## src/rtl/jogo_pkg.sv

```systemverilog
// Shared definitions for the game circuit: FSM state codes, board size and
// one-hot helpers used by the button conditioner and the board logic.
package jogo_pkg;

    localparam int NUM_CELULAS = 9;

    typedef enum logic [3:0] {
        OCIOSO        = 4'd0,
        FILTRANDO     = 4'd1,
        VALIDA        = 4'd2,
        ESPERA_SOLTAR = 4'd3
    } estado_t;

    // Index of the highest set bit; for a one-hot vector this is the cell number.
    function automatic logic [3:0] onehot_para_indice(input logic [NUM_CELULAS-1:0] v);
        logic [3:0] idx;
        idx = '0;
        for (int i = 0; i < NUM_CELULAS; i++) begin
            if (v[i]) begin
                idx = 4'(i);
            end
        end
        return idx;
    endfunction

    function automatic logic eh_onehot(input logic [NUM_CELULAS-1:0] v);
        logic [NUM_CELULAS-1:0] um;
        um = 1;
        return (v != '0) && ((v & (v - um)) == '0);
    endfunction

endpackage

```

## src/rtl/condicionador_botoes_if.sv

```systemverilog
// Move-event bus between the button conditioner (slave) and the game FSM
// (master): raw buttons and control in, one held move out.
interface condicionador_botoes_if;
    import jogo_pkg::*;

    logic [NUM_CELULAS-1:0] botoes;
    logic                   limpa;
    logic                   aceita;
    logic                   tem_jogada;
    logic [3:0]             jogada;
    logic [NUM_CELULAS-1:0] jogada_onehot;
    logic                   erro_multiplo;
    logic [3:0]             db_estado;

    modport master (
        output botoes, limpa, aceita,
        input  tem_jogada, jogada, jogada_onehot, erro_multiplo, db_estado
    );

    modport slave (
        input  botoes, limpa, aceita,
        output tem_jogada, jogada, jogada_onehot, erro_multiplo, db_estado
    );

endinterface

```

## src/rtl/condicionador_botoes_sincronizador_2ff.sv

```systemverilog
// Two-flop synchronizer per bit for bringing asynchronous inputs into the
// clock domain.
module sincronizador_2ff #(
    parameter int WIDTH = 1
) (
    input  logic             clock,
    input  logic             reset,
    input  logic [WIDTH-1:0] d,
    output logic [WIDTH-1:0] q
);

    logic [WIDTH-1:0] sinc_p0;
    logic [WIDTH-1:0] sinc_p1;

    // stage 0 may go metastable; stage 1 gives it a full cycle to settle
    always_ff @(posedge clock or negedge reset) begin
        if (!reset) begin
            sinc_p0 <= '0;
            sinc_p1 <= '0;
        end else begin
            sinc_p0 <= d;
            sinc_p1 <= sinc_p0;
        end
    end

    assign q = sinc_p1;

endmodule

```

## src/rtl/condicionador_botoes.sv

```systemverilog
// Turns the nine raw cell buttons into debounced, single-cell move events
// held until the game FSM accepts them.
module condicionador_botoes #(
    parameter int DEBOUNCE_CICLOS = 50000
) (
    input  logic                  clock,
    input  logic                  reset,
    condicionador_botoes_if.slave bus
);
    import jogo_pkg::*;

    localparam int                 CONT_W   = $clog2(DEBOUNCE_CICLOS);
    localparam logic [CONT_W-1:0]  CONT_MAX = CONT_W'(DEBOUNCE_CICLOS - 1);
    localparam logic [CONT_W-1:0]  CONT_UM  = 1;

    if (DEBOUNCE_CICLOS < 2) begin : g_param_invalido
        $error("DEBOUNCE_CICLOS must be at least 2");
    end

    logic [NUM_CELULAS-1:0] sinc;
    estado_t                estado, prox_estado;
    logic [NUM_CELULAS-1:0] amostra, amostra_prox;
    logic [CONT_W-1:0]      contador, contador_prox;
    logic                   fim_contagem;
    logic                   erro_evento;

    logic                   tem_r, tem_prox;
    logic [3:0]             jogada_r, jogada_prox;
    logic [NUM_CELULAS-1:0] onehot_r, onehot_prox;
    logic                   erro_r, erro_prox;

    sincronizador_2ff #(.WIDTH(NUM_CELULAS)) u_sinc (
        .clock (clock),
        .reset (reset),
        .d     (bus.botoes),
        .q     (sinc)
    );

    always_ff @(posedge clock or negedge reset) begin
        if (!reset) begin
            estado   <= OCIOSO;
            amostra  <= '0;
            contador <= '0;
        end else begin
            estado   <= prox_estado;
            amostra  <= amostra_prox;
            contador <= contador_prox;
        end
    end

    assign fim_contagem = (contador == CONT_MAX);

    // The counter is shared: stability time in FILTRANDO, release time in ESPERA_SOLTAR.
    always_comb begin
        prox_estado   = estado;
        amostra_prox  = amostra;
        contador_prox = contador;
        erro_evento   = 1'b0;
        case (estado)
            OCIOSO: begin
                if (sinc != '0) begin
                    amostra_prox  = sinc;
                    contador_prox = '0;
                    prox_estado   = FILTRANDO;
                end
            end
            FILTRANDO: begin
                if (sinc == '0) begin
                    contador_prox = '0;
                    prox_estado   = OCIOSO;
                end else if (sinc != amostra) begin
                    amostra_prox  = sinc;
                    contador_prox = '0;
                end else if (fim_contagem) begin
                    contador_prox = '0;
                    if (eh_onehot(amostra)) begin
                        prox_estado = VALIDA;
                    end else begin
                        prox_estado = ESPERA_SOLTAR;
                        erro_evento = 1'b1;
                    end
                end else begin
                    contador_prox = contador + CONT_UM;
                end
            end
            VALIDA: begin
                if (bus.aceita) begin
                    contador_prox = '0;
                    prox_estado   = ESPERA_SOLTAR;
                end
            end
            ESPERA_SOLTAR: begin
                if (sinc != '0) begin
                    contador_prox = '0;
                end else if (fim_contagem) begin
                    prox_estado = OCIOSO;
                end else begin
                    contador_prox = contador + CONT_UM;
                end
            end
            default: begin
                contador_prox = '0;
                prox_estado   = OCIOSO;
            end
        endcase
        if (bus.limpa) begin
            contador_prox = '0;
            prox_estado   = OCIOSO;
            erro_evento   = 1'b0;
        end
    end

    // Outputs are registered images of the next state, so they follow it with no extra lag.
    always_comb begin
        tem_prox    = 1'b0;
        jogada_prox = '0;
        onehot_prox = '0;
        erro_prox   = erro_evento;
        if (prox_estado == VALIDA) begin
            tem_prox = 1'b1;
            if (estado == VALIDA) begin
                jogada_prox = jogada_r;
                onehot_prox = onehot_r;
            end else begin
                jogada_prox = onehot_para_indice(amostra);
                onehot_prox = amostra;
            end
        end
    end

    always_ff @(posedge clock or negedge reset) begin
        if (!reset) begin
            tem_r    <= 1'b0;
            jogada_r <= '0;
            onehot_r <= '0;
            erro_r   <= 1'b0;
        end else begin
            tem_r    <= tem_prox;
            jogada_r <= jogada_prox;
            onehot_r <= onehot_prox;
            erro_r   <= erro_prox;
        end
    end

    assign bus.tem_jogada    = tem_r;
    assign bus.jogada        = jogada_r;
    assign bus.jogada_onehot = onehot_r;
    assign bus.erro_multiplo = erro_r;
    assign bus.db_estado     = estado;

endmodule

```

## src/flat_wrapper.sv

```systemverilog
// flat-port wrapper written by rule: the top's interface ports become plain ports
module condicionador_botoes_flat import jogo_pkg::*;
#(
    parameter int DEBOUNCE_CICLOS = 50000
)
  (clock, reset, bus_botoes, bus_limpa, bus_aceita, bus_tem_jogada, bus_jogada, bus_jogada_onehot, bus_erro_multiplo, bus_db_estado);
  condicionador_botoes_if bus_i ();
  input  logic clock;
  input  logic reset;
  input wire logic [$bits(bus_i.botoes)-1:0] bus_botoes;
  input wire logic [$bits(bus_i.limpa)-1:0] bus_limpa;
  input wire logic [$bits(bus_i.aceita)-1:0] bus_aceita;
  output wire logic [$bits(bus_i.tem_jogada)-1:0] bus_tem_jogada;
  output wire logic [$bits(bus_i.jogada)-1:0] bus_jogada;
  output wire logic [$bits(bus_i.jogada_onehot)-1:0] bus_jogada_onehot;
  output wire logic [$bits(bus_i.erro_multiplo)-1:0] bus_erro_multiplo;
  output wire logic [$bits(bus_i.db_estado)-1:0] bus_db_estado;
  assign bus_i.botoes = bus_botoes;
  assign bus_i.limpa = bus_limpa;
  assign bus_i.aceita = bus_aceita;
  assign bus_tem_jogada = bus_i.tem_jogada;
  assign bus_jogada = bus_i.jogada;
  assign bus_jogada_onehot = bus_i.jogada_onehot;
  assign bus_erro_multiplo = bus_i.erro_multiplo;
  assign bus_db_estado = bus_i.db_estado;
  condicionador_botoes #(.DEBOUNCE_CICLOS(DEBOUNCE_CICLOS)) u_core (.clock(clock), .reset(reset), .bus(bus_i));
endmodule
```

## config.mk

```make
export PLATFORM = sky130hd
export DESIGN_NAME = condicionador_botoes_flat
export DESIGN_NICKNAME = d
export VERILOG_FILES = /design/src/rtl/jogo_pkg.sv /design/src/rtl/condicionador_botoes_if.sv /design/src/rtl/condicionador_botoes_sincronizador_2ff.sv /design/src/rtl/condicionador_botoes.sv /design/src/flat_wrapper.sv
export SDC_FILE = /design/constraint.sdc
export NUM_CORES = 1
export LEC_CHECK = 0
export BUFFER_PORTS_ARGS = -buffer_cell sky130_fd_sc_hd__clkbuf_2
export CAP_MARGIN = 10
export CORE_ASPECT_RATIO = 0.9
export CORE_MARGIN = 2
export CORE_UTILIZATION = 40
export DETAILED_ROUTE_END_ITERATION = 7
export PLACE_DENSITY = 0.69
export SETUP_SLACK_MARGIN = 0.05
export SLEW_MARGIN = 5
export SYNTH_ARGS = -nofsm -noshare
export SYNTH_HDL_FRONTEND = slang
export SYNTH_SLANG_ARGS = --single-unit
```

## constraint.sdc

```tcl
create_clock -name clock -period 2.6 [get_ports clock]
set_clock_uncertainty 0.1 [all_clocks]
set_input_delay 0.26 -clock clock [delete_from_list [all_inputs] [get_ports clock]]
set_output_delay 0.26 -clock clock [all_outputs]
set_load 0.1 [all_outputs]
```

Yosys cells after proc, flatten, opt, wreduce, memory -nomap -nowiden:

Index checks and enable logic that the tools add are counted.

* register bits: 62
* bits of input ports: 13
* output and inout port bits: 19
* logic and storage cells: 76

* $add $sub $neg: 2
* eq/ne operators: 13
* mux-type cells: 42
* bitwise operators: 1
* reductions and logical operators: 9

Operator list (count)
* $mux W16: 8
* $pmux W16 S4: 1
* $mux W9: 5
* $mux W4: 11
* $logic_not A9 Y1: 2
* $pmux W9 S2: 1
* $reduce_bool A9 Y1: 2
* $add A16 B1 Y16 const B: 1
* $eq A16 B16 Y1 const B: 1
* $pmux W4 S4: 1
* $eq A4 B2 Y1 const B: 3
* $mux W3: 4
* $and A9 B9 Y9: 1
* $mux W1: 9
* $ne A9 B9 Y1: 1
* $sub A9 B1 Y9 const B: 1
* $eq A4 B1 Y1 const B: 1
* $logic_not A4 Y1: 1
* $mux W2: 2
* $ne A2 B1 Y1 const B: 2
* $ne A2 B2 Y1 const B: 2
* $ne A4 B4 Y1 const B: 1
* $reduce_and A4 Y1: 1
* $ne A3 B2 Y1 const B: 1
* 4 further kinds: 4

Logic depth before layout (Yosys ltp):

Gate-level depths: netlist (run 1).

* word-level depth: 12
* gate-level depth with buffers: 8
* mapped depth without buffers: 7

Modules after synthesis:

From an unflattened synthesis (run 1), not the netlist that was laid out.

* cell total of the unflattened synthesis: 283
* area, all modules: 3031.7 um^2

Modules (own cells, without submodules)
* condicionador_botoes: instances 1, cells each 265, area an instance 2581.2 um^2, sequential area each 1076.0 um^2
* sincronizador_2ff: instances 1, cells each 18, area an instance 450.4 um^2, sequential area each 450.4 um^2

Worst setup path after synthesis (run 1):

No wires, ideal clock.

* path type: flip-flop to flip-flop
* from: reg u_core.estado[3], in the netlist u_core.bus.db_estado[3]
* to: reg u_core.contador[4]
* setup time: 0.065 ns
* arrival time: 2.227 ns
* data required time: 2.435 ns
* path slack: 0.207 ns
* cell stages (with the launch flop): 8
* buffers on the path: 1
* clock period less this slack: 2.393 ns
* cell sequence: dfrtp_1 nor3_1 nand3_1 nor4_2 or2_2 buf_6 nor2_2 a22o_1

* longest elaborated chain between the ends: 3
* elaborated cells between the ends (all ways): 10
* those cells by class: 6 x eq/ne; 2 x mux; 2 x reduce/logical

RTL lines
* start, declared: line condicionador_botoes.sv:21 `estado_t estado, prox_estado;`
* start signal, assigned: line condicionador_botoes.sv:45 `estado <= prox_estado;`
* $eq A4 B2 Y1, or another cell as far along: line condicionador_botoes.sv:59 `case (estado)`
* $ne A4 B4 Y1 (no source line), or another cell as far along
* $reduce_and A3 Y1 (no source line) or $mux W16 (tied branches)
* end signal, assigned: line condicionador_botoes.sv:47 `contador <= contador_prox;`
* end, declared: line condicionador_botoes.sv:23 `logic [CONT_W-1:0] contador, contador_prox;`

Several ways; a longest one is shown, not always the timed one.
A chain may end at the register's enable or synchronous reset.

Worst setup path in the final report (run 1):

* from: reg u_core.amostra[8]
* to: reg u_core.contador[4]

* longest elaborated chain between the ends: 5

RTL lines
* start, declared: line condicionador_botoes.sv:22 `logic [NUM_CELULAS-1:0] amostra, amostra_prox;`
* start signal, assigned: line condicionador_botoes.sv:46 `amostra <= amostra_prox;`
* $ne A9 B9 Y1: line condicionador_botoes.sv:71 `end else if (sinc != amostra) begin`
* $mux W16: line condicionador_botoes.sv:71
* $mux W16: line condicionador_botoes.sv:68 `if (sinc == '0) begin`
* $pmux W16 S4: line condicionador_botoes.sv:59
* $mux W16: line condicionador_botoes.sv:106 `if (bus.limpa) begin`

Every way passes these cells.

==> metrics.md, run 1 <==
| Metric | Value |
|---|---|
| Outcome | finished clean |
| Most common flop cell mapped by yosys | dfrtp_1 |
| Share of cells above drive strength 1 | 0.278 |
| Req. time, crit path | 2.78 ns |
| Number of global-route vias before repair | 2,000 |
| Initial antenna violation count | 0 |
| Initial Util | 0.416 |
| Fin. Hold Viols | 0 |
| # nets final | 325 |
| Max Clk Rate | approximately 430 MHz |
| Unrepaired setup endpoints after global routing | false |
| Commonest non-fill, non-tap cell in the layout | dfrtp_1 |
| CP arrival | between 2 and 3 ns |
| Sequential fraction of the synthesis area | 0.516 |
| Measured slew at the worst slew-check pin | 0.758 ns |
| Cell depth of the worst min-delay path | 2 |
| Clk pin slew, worst setup/hold paths | around 0.070 ns |
| Setup_tns | 0 ns |
| # setup viols final | 0 |
| Startpoint type of the worst setup path | flip-flop |
| Asr flop ratio synth | 1.00 |
| CTS tree | done |
| FF+latch area | ~1500 µm² |
| Global placement routability congestion | 0.795 |
| Tightest Hold Check Type | in -> reg |
| Crit-path slowest cell | dfrtp_1 |
| Cells on worst reg2reg path | 6 |
| Diode count | 0 |
| Via Count | ~2,100 |
| Post-Route WL | just under 6000 µm |
| Via/cell ratio | roughly 5.2 |
| Switching Share | 0.256 |
| Detailed-placement wirelength estimate | 3990 µm |
| Most frequent cells in the layout | dfrtp_1 (61), clkbuf_2 (31), nor2_1 (18) |
| DRT antenna net count | 0 |
| Hold_ws | 0.0576 ns |
| Die Y | ~86 µm |
| H-tree Lvls | 3 |
| Area growth from synthesis to layout | 18.2% |
| Clk_lat worst skew | 0.34 ns |
| Clock power share | 0.416 |
| IO buf count | 31 |
| Unique masters post-synth | 50 |
| Syn Area/Cell | 11.1 µm² |
| Setup WS post-layout | ~0.26 ns |
| Detailed Routing Iterations Pass 1 | 4 |
| # IOs | 32 |
| Crit path kind | reg -> reg |
| Row count | 29 |
| Wirelength per Cell | 14.2 µm |
| Area of the core | a little over 7000 µm² |
| Sequential power share | 0.501 |
| Total grt overflow | 0 |
| Period utilization | 0.902 |
| First-pass GRT wire length | roughly 9900 µm |
| Post-route DRC | 0 |
| Cell family with most CP delay | simple AND/OR/NAND/NOR gates |
| Max_cap viols | 0 |
| CP max stage delay | 0.49 ns |
| Clock sink count | 61 |
| CTS root buf | clkbuf_8 |
| Final core utilization | 0.491 |
| Maximum fanout along the worst path | 11 |
| Fillers | ~660 |
| Pins Over Slew Limit | 0 |
| Footprint of the multi-input gates | 1310 µm² |
| Worst path bufs/invs | 0 |
| Combinational group share of total power | 0.083 |
| Largest net degree at the start of global routing | 31 |
| Crit. End Element | flip-flop |
| Die width | 94.6 µm |
| Synth warnings | 0 |
| Design internal power | 1560 µW |
| Cell count after synthesis | 267 |
| Mapped cell area | slightly below 3000 µm² |
| Clock buffer depth | 2 |
| EDFF count, synth | 0 |
| Number of synthesized register bits | 61 |
| Pwr/cell area | 601 nW/µm² |
| DP Worst Slack | 0.174 ns |
| Crit. path cell count | 6 |
| Worst vdd ir | 0.294 mV |
| Slew margin rel. | 0.494 |
| Crit-path cells | xor2_1 -> nor4_2 -> and3_1 -> a41oi_4 -> nor2_2 -> a22o_1 |
| Switch Pwr | between 500 and 600 µW |
| Final min period | between 2 and 2.5 ns |
| Total power | about 2100 µW |
| Die area | 8100 µm² |
| DR iter-0 viols | just over 100 |
| GRT Total Usage | 0.160 |
| CTS Buf Count | 9 |
| Static leakage | approximately 0.0015 µW |
## synthesized netlist by cell type, types with 3 or more instances
| cell type | instances | share of area |
|---|---|---|
| or2_2 | 3 | 0.0063 |
| a22o_1 | 9 | 0.027 |
| o21ai_0 | 15 | 0.025 |
| buf_6 | 4 | 0.015 |
| nor2_2 | 10 | 0.021 |
| nand3_1 | 10 | 0.017 |
| a21o_1 | 3 | 0.0076 |
| nand2b_1 | 4 | 0.0085 |
| o2bb2ai_1 | 4 | 0.012 |
| and3_1 | 7 | 0.015 |
| inv_1 | 6 | 0.0076 |
| mux2i_1 | 9 | 0.030 |
| nor4_2 | 3 | 0.013 |
| xor2_1 | 9 | 0.027 |
| nor2_1 | 18 | 0.023 |
| a21oi_1 | 5 | 0.0085 |
| nand4_1 | 4 | 0.0085 |
| nand2_1 | 12 | 0.015 |
| buf_2 | 7 | 0.012 |
| dfrtp_1 | 61 | 0.52 |
| nor2b_1 | 4 | 0.0085 |
| buf_4 | 3 | 0.0076 |
| mux2_2 | 9 | 0.034 |
| or4b_1 | 4 | 0.014 |
| nor4_1 | 5 | 0.011 |
| nor3_1 | 10 | 0.017 |
## routing by layer
layer	track usage	up-vias	wire length, µm	share of wire
li1	-	1046	-	-
met1	0.229	1023	2970	0.51
met2	0.228	42	2480	0.43
met3	0.0527	4	296	0.051
met4	0.0553	0	39	0.0067
met5	0	-	0	0
## timing repair
| item | in CTS | in global routing |
|---|---|---|
| endpoints found under the hold margin | 37 | 0 |
| resized for setup | 0 | 1 |
| buffers inserted | 0 | 0 |
| endpoints found under the setup margin | 0 | 13 |
| hold buffers | 10 | 0 |
## through the flow
step	instance area (µm²)	cells
after floorplan	2960	268
after global placement	3170	383
after detailed placement	3170	383
after CTS	3480	409
after global routing	3490	409
final	3490	409
## registers in the layout, indices dropped and copies added, names as in the netlist
signal                    cells
u_core.u_sinc.q               9
u_core.amostra                9
u_core.bus.jogada             3
u_core.bus.db_estado          4
u_core.contador              16
u_core.bus.tem_jogada         1
u_core.bus.jogada_onehot      9
u_core.bus.erro_multiplo      1
u_core.u_sinc.sinc_p0         9
## worst paths after layout
check	slack, ns	from	to
worst max-delay path	0.26	u_core.amostra[8]	u_core.contador[4]
worst min-delay path	0.06	bus_limpa	u_core.bus.erro_multiplo
worst max register to register	0.26	u_core.amostra[8]	u_core.contador[4]
worst min register to register	0.24	u_core.u_sinc.sinc_p0[7]	u_core.u_sinc.q[7]
max in group asynchronous	1.26	reset	u_core.bus.jogada_onehot[0]
min in group asynchronous	0.42	reset	u_core.u_sinc.sinc_p0[2]
## power groups by stage
| stage | clock network [µW] | registers, µW | logic (µW) |
|---|---|---|---|
| after floorplan | 0 | 1030 | 159 |
| after global placement | 0 | 1060 | 164 |
| after detailed placement | 0 | 1070 | 165 |
| after CTS | 895 | 1050 | 177 |
| after global routing | 952 | 1060 | 197 |
| final | 873 | 1050 | 175 |
## kinds of logic after synthesis
kind of cell    count (synthesis)  synth area share
compound gates                 49             0.125
xor+xnor                        9            0.0267
fa+ha+maj                       2           0.00762
buf+inv                        22            0.0449
flops                          61             0.516
mux                            18            0.0648
other cells                     1           0.00127
simple gates                  105             0.213
## cell type report
cell class,count,share of cell area
clock inverters,5,0.0168
well taps,93,0.0333
clock buffers,11,0.0433
repair buffers,48,0.0881
flip-flops and latches,61,0.437
multi-input cells,185,0.375
inverters,6,0.00645
Power figures use the tool's default switching activity.
==> run 2, diff against run 1 <==
--- a/config.mk
+++ b/config.mk
@@ -11,9 +11,9 @@
 export CORE_MARGIN = 2
 export CORE_UTILIZATION = 40
 export DETAILED_ROUTE_END_ITERATION = 7
+export GPL_TIMING_DRIVEN = 0
 export PLACE_DENSITY = 0.69
 export SETUP_SLACK_MARGIN = 0.05
-export SLEW_MARGIN = 5
 export SYNTH_ARGS = -nofsm -noshare
 export SYNTH_HDL_FRONTEND = slang
 export SYNTH_SLANG_ARGS = --single-unit
==> run 2 against run 1 <==
Net effect: clock-buffer cell count unchanged; non-clock buffer count grew 9; sequential cell count is the same; global-route usage fell by 0.80 points; sequential power down 5%; clock power down 8.6%; critical path type unchanged; via count grew 1.3%; largest power group unchanged; utilization is 0.51 points higher; register-to-register slack is essentially flat; worst hold slack worse by 0.012 ns; maximum frequency about the same.
==> metrics.md, run 2 (synthesis results as in run 1) <==
| Metric | Value |
|---|---|
| Outcome | finished clean |
| Final instance area | 3530 µm² |
| # Post-CTS Setup Buffers | 0 |
| Max_cap viols | 0 |
| DP Worst Slack | 0.248 ns |
| Largest net degree at the start of global routing | slightly above 60 |
| Pwr/cell area | 578 nW/µm² |
| DRT antenna net count | 0 |
| Clk_lat worst skew | 0.35 ns |
| IO buf count | 31 |
| Tightest Hold Check Type | in -> reg |
| Req. time, crit path | 2.73 ns |
| # nets final | between 300 and 400 |
| Initial Util | 0.416 |
| Global placement routability congestion | 0.839 |
| H-tree Lvls | 3 |
| # setup viols final | 0 |
| Max Clk Rate | 427 MHz |
| Biggest register | u_core.contador |
| Die area | 8100 µm² |
| CP arrival | 2.48 ns |
| First-pass GRT wire length | 9450 µm |
| Inst Count DP | 392 |
| Share of cells above drive strength 1 | 0.292 |
| Slew margin rel. | 0.468 |
| Sequential power share | 0.490 |
| Wirelength per Cell | ~13 µm |
| Setup WS post-layout | roughly 0.26 ns |
| # IOs | 32 |
| Commonest non-fill, non-tap cell in the layout | dfrtp_1 |
| Diode count | 0 |
| Crit-path slowest cell | dfrtp_1 |
| Via Count | 2,142 |
| Clock power share | 0.391 |
| CTS tree | done |
| Clock buffer depth | 2 |
| Unrepaired setup endpoints after global routing | false |
| Area growth from synthesis to layout | 19.4% |
| Worst R2R Setup Slack | 0.26 ns |
| Post_cts resized | 0 |
| Switching Share | 0.269 |
| Switch Pwr | 548 µW |
| Row count | 29 |
| Crit-path cells | ha_1 -> and3_1 -> nand4_1 -> nor4_2 -> nor2_1 -> clkbuf_1 -> o21ai_0 -> a22o_1 |
| Maximum fanout along the worst path | 10 |
| Crit path kind | reg -> reg |
| Number of global-route vias before repair | 2,007 |
| Clock sink count | 61 |
| Die Y | roughly 86 µm |
| Initial antenna violation count | 0 |
| Post-route DRC | 0 |
| GRT Total Usage | 0.152 |
| Period utilization | 0.901 |
| Worst vdd ir | about 0.28 mV |
| Design internal power | 1490 µW |
| Fin. Hold Viols | 0 |
| Clk pin slew, worst setup/hold paths | 0.07 ns |
| Pins Over Slew Limit | 0 |
| CTS root buf | clkbuf_8 |
| Measured slew at the worst slew-check pin | 0.798 ns |
| Crit. End Element | flip-flop |
| Via/cell ratio | 5.12 |
| Die width | around 95 µm |
| Detailed Routing Iterations Pass 1 | 4 |
| Post-Route WL | 5500 µm |
| Final min period | 2.34 ns |
| Hold_ws | 0.0452 ns |
| Total grt overflow | 0 |
| Static leakage | 0.00156 µW |
| Detailed-placement wirelength estimate | 3750 µm |
| DP Area | 3230 µm² |
| Area of the core | 7110 µm² |
| CP max stage delay | 0.40 ns |
| CTS Buf Count | 9 |
| Combinational group share of total power | 0.119 |
| Final std cells w/o fill | 418 |
| Largest register FFs | 16 |
| Most frequent cells in the layout | dfrtp_1 (61), clkbuf_2 (30), nor2_1 (18) |
| Setup_tns | 0 ns |
| Startpoint type of the worst setup path | flip-flop |
| DR iter-0 viols | 138 |
[run 2: metrics by stage]
stage / power [µW] / utilization
6_report: 2040 / 0.496
5_1_grt: 2140 / 0.496
4_1_cts: 2060 / 0.496
3_5_place_dp: 1250 / 0.455
3_3_place_gp: 1250 / 0.454
2_1_floorplan: 1190 / -
[run 2: worst paths after layout]
path	from	to	cells after the start
max	u_core.contador[0]	u_core.contador[14]	8
min	bus_limpa	u_core.bus.erro_multiplo	2
max reg2reg	u_core.contador[0]	u_core.contador[14]	8
min reg2reg	u_core.u_sinc.sinc_p0[3]	u_core.u_sinc.q[3]	0
max in group asynchronous	reset	u_core.bus.db_estado[3]	2
min in group asynchronous	reset	u_core.u_sinc.sinc_p0[5]	2
[run 2: power by group through the flow]
stage | Clock, µW | Combinational (µW) | Sequential, µW
5_1_grt | 866 | 271 | 1000
6_report | 798 | 242 | 1000
3_3_place_gp | 0 | 228 | 1020
4_1_cts | 815 | 245 | 1000
3_5_place_dp | 0 | 232 | 1020
2_1_floorplan | 0 | 159 | 1030
[run 2: final cells by class]
cell class	instances	area, µm²
Sequential cell	61	1530
Fill cell	657	3580
Multi-Input combinational cell	185	1300
Timing Repair Buffer	41	258
Clock buffer	11	151
Tap cell	93	116
Buffer	16	110
Inverter	6	22.5
Clock inverter	5	43.8
[run 2: what timing repair did]
item | in CTS | in global routing
endpoints found under the setup margin | 0 | 1
hold buffers | 10 | 0
hold endpoints to repair | 70 | 0
[run 2: critical path: cells and delay by family (launching register included)]
| kind | cells | cell delay [ns] |
|---|---|---|
| and+or+nand+nor | 4 | 0.68 |
| buffers and inverters | 1 | 0.38 |
| AOI/OAI and AO/OA | 2 | 0.41 |
| adders and majority gates | 1 | 0.25 |
| DFF | 1 | 0.40 |
[run 2: metal layers]
layer	vias to the layer above	global-route usage	share of wire
li1	1071	-	-
met2	50	0.217	0.43
met3	11	0.0343	0.042
met5	-	0	0
met4	0	0.0791	0.026
met1	1010	0.216	0.50
